[src/rtl/lfsr_ctrl_pkg.sv]
// Shared types and configuration check for the Galois LFSR sequencer.
// Configuration fields are zero-extended to MAX_W bits so one check serves any WIDTH up to 32.
package lfsr_ctrl_pkg;

   localparam int MAX_W     = 32;
   localparam int MAX_CNT_W = 32;

   typedef enum logic [1:0] {
      ST_IDLE = 2'd0,
      ST_LOAD = 2'd1,
      ST_RUN  = 2'd2
   } state_t;

   // The top tap must exist inside the register, and the shift must be 1..width steps.
   function automatic logic cfg_valid(
      input logic [MAX_W-1:0]     poly,
      input logic [MAX_W-1:0]     len,
      input logic [MAX_W-1:0]     shift,
      input logic [MAX_CNT_W-1:0] count,
      input int unsigned          width
   );
      logic len_ok;
      logic tap_ok;
      logic shift_ok;
      logic count_ok;
      len_ok   = (len < width);
      tap_ok   = poly[len[4:0]];
      shift_ok = (shift != '0) && (shift <= width);
      count_ok = (count != '0);
      return len_ok && tap_ok && shift_ok && count_ok;
   endfunction

endpackage

[src/rtl/lfsr_galois_ctrl.sv]
// Burst sequencer for an external Galois LFSR core: validates a config, loads the core,
// then steps it once per accepted output word so backpressure never skips or repeats a state.
module lfsr_galois_ctrl
   import lfsr_ctrl_pkg::*;
#(
   parameter int WIDTH = 8,
   parameter int CNT_W = 16
) (
   input  logic             CLK_I,
   input  logic             RST_N_I,
   input  logic             CFG_VALID_I,
   output logic             CFG_READY_O,
   input  logic [WIDTH-1:0] CFG_SEED_I,
   input  logic [WIDTH-1:0] CFG_POLY_I,
   input  logic [WIDTH-1:0] CFG_LEN_I,
   input  logic [WIDTH-1:0] CFG_SHIFT_I,
   input  logic [CNT_W-1:0] CFG_COUNT_I,
   input  logic             ABORT_I,
   output logic             LFSR_LOAD_O,
   output logic             LFSR_EN_O,
   output logic [WIDTH-1:0] LFSR_SEED_O,
   output logic [WIDTH-1:0] LFSR_POLY_O,
   output logic [WIDTH-1:0] LFSR_SHIFT_O,
   output logic [WIDTH-1:0] LFSR_LEN_O,
   input  logic [WIDTH-1:0] LFSR_DATA_I,
   output logic [WIDTH-1:0] DATA_O,
   output logic             DATA_VALID_O,
   input  logic             DATA_READY_I,
   output logic             DATA_LAST_O,
   output logic             BUSY_O,
   output logic             ERR_O
);

   state_t           state_reg, state_next;
   logic [CNT_W-1:0] cnt_reg, cnt_next;
   logic [CNT_W-1:0] count_reg;
   logic [WIDTH-1:0] seed_reg, poly_reg, len_reg, shift_reg;
   logic             err_reg, err_next;
   logic             cfg_capture;

   logic [MAX_W-1:0]     poly_ext, len_ext, shift_ext;
   logic [MAX_CNT_W-1:0] count_ext;

   // Zero-extend the config fields to the width the shared check expects.
   for (genvar gi = 0; gi < MAX_W; gi++) begin : g_cfg_ext
      if (gi < WIDTH) begin : g_bit
         assign poly_ext[gi]  = CFG_POLY_I[gi];
         assign len_ext[gi]   = CFG_LEN_I[gi];
         assign shift_ext[gi] = CFG_SHIFT_I[gi];
      end else begin : g_zero
         assign poly_ext[gi]  = 1'b0;
         assign len_ext[gi]   = 1'b0;
         assign shift_ext[gi] = 1'b0;
      end
   end

   for (genvar gi = 0; gi < MAX_CNT_W; gi++) begin : g_cnt_ext
      if (gi < CNT_W) begin : g_bit
         assign count_ext[gi] = CFG_COUNT_I[gi];
      end else begin : g_zero
         assign count_ext[gi] = 1'b0;
      end
   end

   logic in_idle, in_load, in_run;
   logic cfg_fire, cfg_ok;
   logic data_fire, beat_last;

   assign in_idle   = (state_reg == ST_IDLE);
   assign in_load   = (state_reg == ST_LOAD);
   assign in_run    = (state_reg == ST_RUN);
   assign cfg_fire  = CFG_VALID_I && in_idle;
   assign cfg_ok    = cfg_valid(poly_ext, len_ext, shift_ext, count_ext, WIDTH);
   assign data_fire = in_run && DATA_READY_I;
   assign beat_last = (cnt_reg == (count_reg - CNT_W'(1)));

   always_comb begin
      state_next  = state_reg;
      cnt_next    = cnt_reg;
      err_next    = err_reg;
      cfg_capture = 1'b0;
      case (state_reg)
         ST_IDLE: begin
            if (cfg_fire) begin
               if (cfg_ok) begin
                  cfg_capture = 1'b1;
                  err_next    = 1'b0;
                  state_next  = ST_LOAD;
               end else begin
                  err_next    = 1'b1;
               end
            end
         end
         ST_LOAD: begin
            cnt_next   = '0;
            state_next = ABORT_I ? ST_IDLE : ST_RUN;
         end
         ST_RUN: begin
            if (data_fire) begin
               cnt_next = cnt_reg + CNT_W'(1);
            end
            if (ABORT_I || (data_fire && beat_last)) begin
               state_next = ST_IDLE;
            end
         end
         default: begin
            state_next = ST_IDLE;
         end
      endcase
   end

   always_ff @(posedge CLK_I) begin
      if (!RST_N_I) begin
         state_reg <= ST_IDLE;
         cnt_reg   <= '0;
         count_reg <= '0;
         seed_reg  <= '0;
         poly_reg  <= '0;
         len_reg   <= '0;
         shift_reg <= '0;
         err_reg   <= 1'b0;
      end else begin
         state_reg <= state_next;
         cnt_reg   <= cnt_next;
         err_reg   <= err_next;
         if (cfg_capture) begin
            seed_reg  <= CFG_SEED_I;
            poly_reg  <= CFG_POLY_I;
            len_reg   <= CFG_LEN_I;
            shift_reg <= CFG_SHIFT_I;
            count_reg <= CFG_COUNT_I;
         end
      end
   end

   assign CFG_READY_O  = in_idle;
   assign BUSY_O       = in_load || in_run;
   assign ERR_O        = err_reg;
   assign LFSR_LOAD_O  = in_load;
   // The last word and aborted words leave the core parked on the delivered state.
   assign LFSR_EN_O    = data_fire && !beat_last && !ABORT_I;
   assign LFSR_SEED_O  = seed_reg;
   assign LFSR_POLY_O  = poly_reg;
   assign LFSR_LEN_O   = len_reg;
   assign LFSR_SHIFT_O = shift_reg;
   assign DATA_VALID_O = in_run;
   assign DATA_LAST_O  = in_run && beat_last;
   assign DATA_O       = in_run ? LFSR_DATA_I : '0;

endmodule

[config.mk]
export PLATFORM = sky130hd
export DESIGN_NAME = lfsr_galois_ctrl
export DESIGN_NICKNAME = d
export VERILOG_FILES = /design/src/rtl/lfsr_ctrl_pkg.sv /design/src/rtl/lfsr_galois_ctrl.sv
export SDC_FILE = /design/constraint.sdc
export NUM_CORES = 1
export LEC_CHECK = 0
export BUFFER_PORTS_ARGS = -buffer_cell sky130_fd_sc_hd__buf_2
export CORE_MARGIN = 2
export CORE_UTILIZATION = 35
export CTS_CLUSTER_DIAMETER = 50
export DETAILED_ROUTE_END_ITERATION = 16
export RECOVER_POWER = 25
export SLEW_MARGIN = 10
export SYNTH_ARGS = -nofsm -noshare
export SYNTH_HDL_FRONTEND = slang
export SYNTH_SLANG_ARGS = --single-unit
[constraint.sdc]
create_clock -name CLK_I -period 2.8 [get_ports CLK_I]
set_input_delay 0.56 -clock CLK_I [delete_from_list [all_inputs] [get_ports CLK_I]]
set_output_delay 0.56 -clock CLK_I [all_outputs]
set_load 0.01 [all_outputs]
==> flow_metrics.env <==
export IMPL_cts_hold_buffers=0
export IMPL_syn_inst=372
export IMPL_finalCriticalPeriod_ns=3.20
export IMPL_seqPwrFrac=0.483
export IMPL_fin_util=0.467
export IMPL_hold_class="input pin to flip-flop"
export IMPL_worstMarginPinSlew_ns=0.478
export IMPL_vias=3067
export IMPL_cts_sinks=67
export IMPL_hold_viol_final=0
export IMPL_grt_start_max_net_pins=50
export IMPL_worstPathArrival_ns=2.64
export IMPL_vdd_drop_max_v=0.000190
export IMPL_die_w_um=103
export IMPL_clock_fmax_ghz=0.313
export IMPL_syn_area_per_cell_um2=9.27
export IMPL_n_fill_cell=990
export IMPL_synth_net_count=438
export IMPL_ys_ff_latch=67
export IMPL_first_global_vias=2829
export IMPL_register_area_mm2=0.00134
export IMPL_die_h_um=103
export IMPL_drt_pre_antenna_iters=4
export IMPL_grt_usage=0.168
export IMPL_dpl_cell_count=614
export IMPL_cp_start_kind="flip-flop"
export IMPL_initial_core_util=0.356
export IMPL_drt_iter0_markers=104
export IMPL_timing_slew_headroom=0.680
export IMPL_area_growth_pct=31.3
export IMPL_yosys_warnings=0
export IMPL_boundaryPins=108
export IMPL_design_core_area_mm2=0.00968
export IMPL_switching_share=0.235
export IMPL_power_density_mw_per_mm2=437
export IMPL_instances_no_fill=631
export IMPL_clockRootBuffer="clkbuf_8"
export IMPL_ctsHtreeMaxLevel=3
export IMPL_finish_net_count=559
export IMPL_worst_slack_ns=-0.400
export IMPL_rsz0062_at_grt="yes"
export IMPL_finalSetupViolCount=3
export IMPL_clk_latency_ns=0.35
export IMPL_via_per_inst=4.86
export IMPL_max_cap_viol_count=0
export IMPL_cts_buffers=9
export IMPL_antenna_found_initial=0
export IMPL_leakage_nw=2.15
export IMPL_wirelength_um=8920
export IMPL_grt_pass1_wl_um=14000
export IMPL_post_drt_wl_per_cell_um=14.1
export IMPL_io_buffers=107
export IMPL_drive_above_1_share=0.283
export IMPL_maxSlewViolCount=0
export IMPL_cts_tree="yes"
export IMPL_multi_input_comb_area_mm2=0.00208
export IMPL_path_class="flip-flop to primary output"
export IMPL_violations="setup timing"
export IMPL_dp_hpwl_um=6640
export IMPL_clockPowerShare=0.470
export IMPL_gp_congestion=0.896
export IMPL_ys_types=49
export IMPL_status="complete, but fails checks"
export IMPL_cp_end_kind="primary output"
export IMPL_antenna_cells=0
export IMPL_p_int_w=0.00151
export IMPL_syn_cell_area_mm2=0.00345
export IMPL_dieArea_mm2=0.0107
export IMPL_p_comb_frac=0.048
export IMPL_ctsLongestPathBuffers=2
export IMPL_crit_path_max_fanout=3
export IMPL_seq_area_frac_synth=0.389
export IMPL_grt_overflow=0
export IMPL_drc_errors=0
export IMPL_finalCritPeriodShare=1.14
export IMPL_async_reset_ff_frac=0
export IMPL_crit_required_ns=2.24
export IMPL_synth_edf_count=0
export IMPL_ant_nets=0
export IMPL_yosys_most_used_dff="dfxtp_1"
export IMPL_total_power_w=0.00198
export IMPL_rows=36
export IMPL_dp_slack_ns=-0.0800
export IMPL_skew_ns=0.00877
export IMPL_power_switching_w=0.000464
export IMPL_totalNegativeSetupSlack_ns=-0.851
export IMPL_clkTransAtPathRegs_ns=0.09
==> synthesized netlist by cell type (all sizes together), types with 5 or more instances <==
cell type	number	share of area
a21oi	5	0.0073
and2	15	0.027
and3	16	0.029
buf	5	0.0058
clkbuf	14	0.015
dfxtp	67	0.39
ha	5	0.018
inv	5	0.0054
mux2i	45	0.13
nand2	19	0.021
nand3	13	0.019
nand4	5	0.0091
nor2	17	0.019
nor2b	40	0.073
nor3	10	0.015
nor4	9	0.018
o21ai	8	0.012
or3	5	0.0091
xnor2	15	0.038
xor2	8	0.020
==> worst max-delay path: stages (launching register included) <==
cell and delay (ns):
dfxtp_1 0.31, or4_4 0.56, or3_4 0.39, o211a_1 0.23
a211o_1 0.33, a2111oi_4 0.25, nor3_2 0.08, buf_2 0.15
==> timing repair <==
action                                  CTS  global route
endpoints found under the hold margin     0             0
gates resized for setup                   7             5
buffers inserted                          0             1
pin swaps                                 4             3
endpoints found under the setup margin    3             3
==> power by group through the flow <==
stage | Sequential, W | Clock [W] | Combinational, W
CTS | 0.000953 | 0.000952 | 0.0000955
floorplan | 0.000977 | 0 | 0.0000330
global route | 0.000954 | 0.000998 | 0.000103
finish | 0.000954 | 0.000928 | 0.0000941
global placement | 0.000976 | 0 | 0.0000934
detailed placement | 0.000976 | 0 | 0.0000953
==> layout make-up <==
type,count,share of cell area
inverters,5,0.00415
multi-input cells,281,0.460
flip-flops and latches,67,0.297
well taps,133,0.0368
clock buffers,9,0.0274
clock inverters,7,0.0221
repair buffers,129,0.153
==> per-layer routing <==
layer  track usage  vias up  wire length, um
li1              -     1561                -
met1         0.223     1426             4240
met2         0.270       70             4190
met3        0.0390       10              369
met4        0.0567        0              122
met5             0        -                0
==> placed cells by master (no fill, tap or decap), types with 5 or more instances in the layout <==
master and n:
and3_1 16, nand3_1 13, a21oi_1 5, dfxtp_1 65, nor4_1 6, nand2_1 18, clkbuf_8 9, xnor2_1 15
clkbuf_1 27, and2_1 15, nor2b_1 40, xor2_1 8, o21ai_0 8, mux2i_1 45, buf_4 20, nor2_1 17
buf_2 80, nor3_1 8, nand4_1 5
==> cells by family (layout without fill, tap and decap cells) <==
kind of cell,Yosys count,after routing,synth area share
AOI/OAI and AO/OA,35,35,0.0758
xor gates and xnor gates,23,23,0.0584
adders and majority gates,5,5,0.0181
buffers and inverters,24,150,0.0265
DFF,67,67,0.389
muxes,47,47,0.144
and+or+nand+nor,171,171,0.288
==> metrics by stage <==
step / hold slack (ns) / cell area (um^2)
global placement: 0.445 / 4270
global route: 0.454 / 4530
CTS: 0.451 / 4530
finish: 0.458 / 4530
detailed placement: 0.463 / 4270
floorplan: 0.455 / 3470
==> path summary, 6_finish.rpt <==
path / from / to / slack [ns] / cells after the start
hold reg to reg: LFSR_SHIFT_O[7] / LFSR_SHIFT_O[7] / 0.48 / 1
hold / removal: CFG_SEED_I[4] / LFSR_SEED_O[4] / 0.46 / 3
setup / recovery: count_reg[2] / LFSR_EN_O / -0.40 / 7
setup reg to reg: count_reg[2] / state_reg[0] / -0.07 / 9
Note: power is estimated with default switching activity, not from simulation.
